## src/rtl/ram_arb2.sv

```systemverilog
// ram_arb2: round-robin arbiter and sequencer letting two requesters share one
// single-port RAM, with read data steered back to the issuing requester.
module ram_arb2 #(
   parameter int DATA_W = 72,
   parameter int ADDR_W = 2
) (
   input  logic              clk,
   input  logic              rst,
   input  logic              req0_valid,
   output logic              req0_ready,
   input  logic              req0_wr,
   input  logic [ADDR_W-1:0] req0_addr,
   input  logic [DATA_W-1:0] req0_wdata,
   input  logic              req1_valid,
   output logic              req1_ready,
   input  logic              req1_wr,
   input  logic [ADDR_W-1:0] req1_addr,
   input  logic [DATA_W-1:0] req1_wdata,
   output logic              rsp0_valid,
   output logic [DATA_W-1:0] rsp0_rdata,
   output logic              rsp1_valid,
   output logic [DATA_W-1:0] rsp1_rdata,
   output logic              ram_enb,
   output logic              ram_wr,
   output logic [ADDR_W-1:0] ram_addr,
   output logic [DATA_W-1:0] ram_data,
   input  logic [DATA_W-1:0] ram_r_data
);

   logic              prio;
   logic              grant0;
   logic              grant1;
   logic              accept;
   logic              win_id;
   logic              win_wr;
   logic [ADDR_W-1:0] win_addr;
   logic [DATA_W-1:0] win_data;
   logic              vld_p1;
   logic              id_p1;
   logic              vld_p2;
   logic              id_p2;

   // Pointer only matters when both requesters contend.
   always_comb begin
      grant0 = 1'b0;
      grant1 = 1'b0;
      if (req0_valid && req1_valid) begin
         grant0 = ~prio;
         grant1 = prio;
      end else begin
         grant0 = req0_valid;
         grant1 = req1_valid;
      end
   end

   assign req0_ready = grant0;
   assign req1_ready = grant1;
   assign accept     = grant0 | grant1;
   assign win_id     = grant1;

   always_comb begin
      win_wr   = req0_wr;
      win_addr = req0_addr;
      win_data = req0_wdata;
      if (grant1) begin
         win_wr   = req1_wr;
         win_addr = req1_addr;
         win_data = req1_wdata;
      end
   end

   // Stage p1: command on the RAM pins; pins other than enb hold when idle.
   always_ff @(posedge clk or posedge rst) begin
      if (rst) begin
         prio     <= 1'b0;
         ram_enb  <= 1'b0;
         ram_wr   <= 1'b0;
         ram_addr <= '0;
         ram_data <= '0;
      end else begin
         ram_enb <= accept;
         if (accept) begin
            ram_wr   <= win_wr;
            ram_addr <= win_addr;
            ram_data <= win_data;
            prio     <= ~win_id;
         end
      end
   end

   // Stage p1 -> p2: read tag follows the RAM's one-cycle read latency.
   always_ff @(posedge clk or posedge rst) begin
      if (rst) begin
         vld_p1 <= 1'b0;
         id_p1  <= 1'b0;
         vld_p2 <= 1'b0;
         id_p2  <= 1'b0;
      end else begin
         vld_p1 <= accept & ~win_wr;
         id_p1  <= win_id;
         vld_p2 <= vld_p1;
         id_p2  <= id_p1;
      end
   end

   assign rsp0_valid = vld_p2 & ~id_p2;
   assign rsp1_valid = vld_p2 & id_p2;
   assign rsp0_rdata = ram_r_data;
   assign rsp1_rdata = ram_r_data;

endmodule

```

## config.mk

```make
export PLATFORM = sky130hd
export DESIGN_NAME = ram_arb2
export DESIGN_NICKNAME = d
export VERILOG_FILES = /design/src/rtl/ram_arb2.sv
export SDC_FILE = /design/constraint.sdc
export NUM_CORES = 1
export LEC_CHECK = 0
export ABC_CLOCK_PERIOD_IN_PS = 3190
export CAP_MARGIN = 30
export CORE_AREA = 10 10 165 167
export CTS_CLUSTER_SIZE = 8
export DETAILED_ROUTE_END_ITERATION = 10
export DIE_AREA = 0 0 175 177
export HOLD_SLACK_MARGIN = 0.05
export PLACE_DENSITY = 0.7
export SLEW_MARGIN = 20
export SYNTH_ARGS = -nofsm -noshare
export SYNTH_HDL_FRONTEND = slang
export SYNTH_SLANG_ARGS = --single-unit
```

## constraint.sdc

```tcl
create_clock -name clk -period 3.19 [get_ports clk]
set_input_delay 0.4785 -clock clk [delete_from_list [all_inputs] [get_ports clk]]
set_output_delay 0.4785 -clock clk [all_outputs]
set_load 0.05 [all_outputs]
```

==> results.json <==
{
  "synth_top_family_by_area": "buffers and inverters",
  "clk_pin_slew_ns": 0.07,
  "synth-seq-cells": 81,
  "clockRootBuffer": "clkbuf_16",
  "numPlacedInstances": 955,
  "start_util": 0.228,
  "std_cell_rows": 57,
  "grt.busiest_layer": "met2",
  "power_density_nw_per_um2": 520,
  "r2r.worst_path.cells": 4,
  "outcome": "completed",
  "cts_buffers": 9,
  "synth_area_leader_cell": "dfrtp_1",
  "place.gp.congestion": 0.738,
  "synth_top_area_share": 0.370,
  "fin_crit_sh": 0.754,
  "post_cts_buffers": 0,
  "ant_nets": 0,
  "relSlewSlack": 0.376,
  "synth.top_cells.by_area": "dfrtp_1 37%, buf_4 20%, mux2_2 15%",
  "hold_viol": 0,
  "cts-htree-levels": 3,
  "wl_per_cell_um": 18.2,
  "hpwlAfterDp_mm": 13.3,
  "synthArstFlopShare": 1.00,
  "firstDrtPassIters": 6,
  "ios": 450,
  "antenna_cells": 0,
  "syn_inst": 572,
  "cts_num_sinks": 81,
  "avgSynthCellArea_um2": 9.57,
  "synth_compound_area_frac": 0.179,
  "yosysWarnings": 0,
  "nFillCells": 2513,
  "fin_ws_ns": 0.786,
  "irDropWorstVdd_v": 0.000227,
  "cp.required_ns": 2.71,
  "r2r_start": "prio",
  "synthXorXnorAreaFrac": 0,
  "overflow": 0,
  "finClkSkew_ns": 0.00512,
  "synthMostInstantiatedCell": "buf_4",
  "p_leak_nw": 2.98,
  "finalInstanceArea_um2": 7310,
  "synthFlopType": "dfrtp_1",
  "grt_pass1_wl_mm": 26.7,
  "drc": 0,
  "drtIter0Drc": 174,
  "crit_type": "input pin to output port",
  "fin_nets": 868,
  "antenna_found_initial": 0,
  "fp.coreArea_um2": 24000,
  "clk_latency_ns": 0.33,
  "crit_path_start_kind": "input pin",
  "die_w_um": 175,
  "vias_per_cell": 4.22,
  "min_from": "id_p1",
  "preCtsSetupSlack_ns": 0.765,
  "cp_max_fo": 19,
  "port_buffers": 233,
  "max_freq_ghz": 0.416,
  "use_met2": 0.184,
  "grt_max_degree": 78,
  "cp.arrival_ns": 1.93,
  "setup_viol": 0,
  "slew_violations": 0,
  "cts.path.max_buffers": 2,
  "layout-drive-gt1-share": 0.206,
  "rsz0062_at_grt": "false",
  "synthTopCellsByCount": "148 x buf_4, 81 x dfrtp_1, 78 x inv_1",
  "min_path_cells": 0,
  "hp-class": "flop to flop",
  "synth.area.mux_share": 0.154,
  "fin_crit_ns": 2.40,
  "place_area_um2": 7010,
  "wirelength_mm": 17.7,
  "worst_pin_slew_ns": 0.935,
  "dieArea_um2": 31000,
  "yosys.area_share.adder": 0,
  "startpoint": "req0_valid",
  "cap_violations": 0,
  "first_global_vias": 4406,
  "synth_nets": 798,
  "ys_seq_area_frac": 0.370,
  "setup-tns-final_ns": 0,
  "stdcell_count": 970,
  "synth_area_um2": 5470,
  "fin_hold_ws_ns": 0.348,
  "grt_use_met1": 0.119,
  "synth_cell_types": 19,
  "synth_edf_count": 0,
  "ctsResizeCount": 0,
  "cts_hold_buf": 0,
  "tritoncts": "built",
  "die_h_um": 177,
  "cp-end-kind": "output port",
  "vias": 4092,
  "synth_simple_gate_area_frac": 0.00572,
  "area_growth_pct": 33.6,
  "grtUsageTotal": 0.110,
  "grtUsageMet3": 0.0399
}
[sequential cells by signal (all words and copies together), names as in the netlist]
name,cells
id_p1,1
id_p2,1
prio,1
ram_addr,2
ram_data,72
ram_enb,1
ram_wr,1
vld_p1,1
vld_p2,1
[metal layers]
| layer | routed length (µm) | vias to the layer above |
|---|---|---|
| li1 | - | 1924 |
| met1 | 6860 | 1936 |
| met2 | 8760 | 165 |
| met3 | 1320 | 67 |
| met4 | 736 | 0 |
| met5 | 0 | - |
[report_power, final]
part	internal, mW	total, mW	switching [mW]
clock	0.646	1.10	0.451
sequential	1.17	1.24	0.0762
combinational	0.608	1.47	0.857
total	2.42	3.80	1.38
[worst paths after layout]
path | end | slack, ns
setup / recovery | req0_ready | 0.79
hold / removal | id_p2 | 0.35
setup reg to reg | ram_data[12] | 1.31
hold reg to reg | id_p2 | 0.35
max in group asynchronous | ram_data[59] | 1.93
min in group asynchronous | ram_data[41] | 0.55
[critical path, cell delays in order]
cell	delay [ns]
buf_4	0.27
a21boi_0	0.29
clkdlybuf4s50_1	0.86
[cell type report]
class | count | area, µm² | share of cell area
multi-input combinational | 233 | 1860 | 0.255
clock buffer | 11 | 253 | 0.0346
tap | 324 | 405 | 0.0554
sequential | 81 | 2030 | 0.277
timing repair buffer | 239 | 2420 | 0.331
inverter | 78 | 294 | 0.0402
clock inverter | 4 | 52.6 | 0.00719
[cell families after synthesis]
| family | after synthesis |
|---|---|
| muxes | 75 |
| AOI/OAI and AO/OA | 153 |
| buffers and inverters | 258 |
| DFF | 81 |
| and+or+nand+nor | 5 |
[layout by cell type (no fill, tap or decap), types with 2 or more instances in the layout]
cell / n
a21oi_1: 45
a21oi_2: 30
buf_12: 4
buf_4: 4
clkbuf_16: 9
clkbuf_8: 2
clkdlybuf4s50_1: 230
clkinvlp_4: 3
dfrtp_1: 81
inv_1: 77
mux2_2: 75
o22ai_1: 75
[through the flow]
| step | utilization | total power, mW |
|---|---|---|
| 5_1_grt | 0.305 | 4.00 |
| 4_1_cts | 0.305 | 3.88 |
| 6_report | 0.305 | 3.80 |
| 2_1_floorplan | - | 2.63 |
| 3_5_place_dp | 0.292 | 2.74 |
| 3_3_place_gp | 0.292 | 2.72 |
Note: power is estimated with default switching activity, not from simulation.
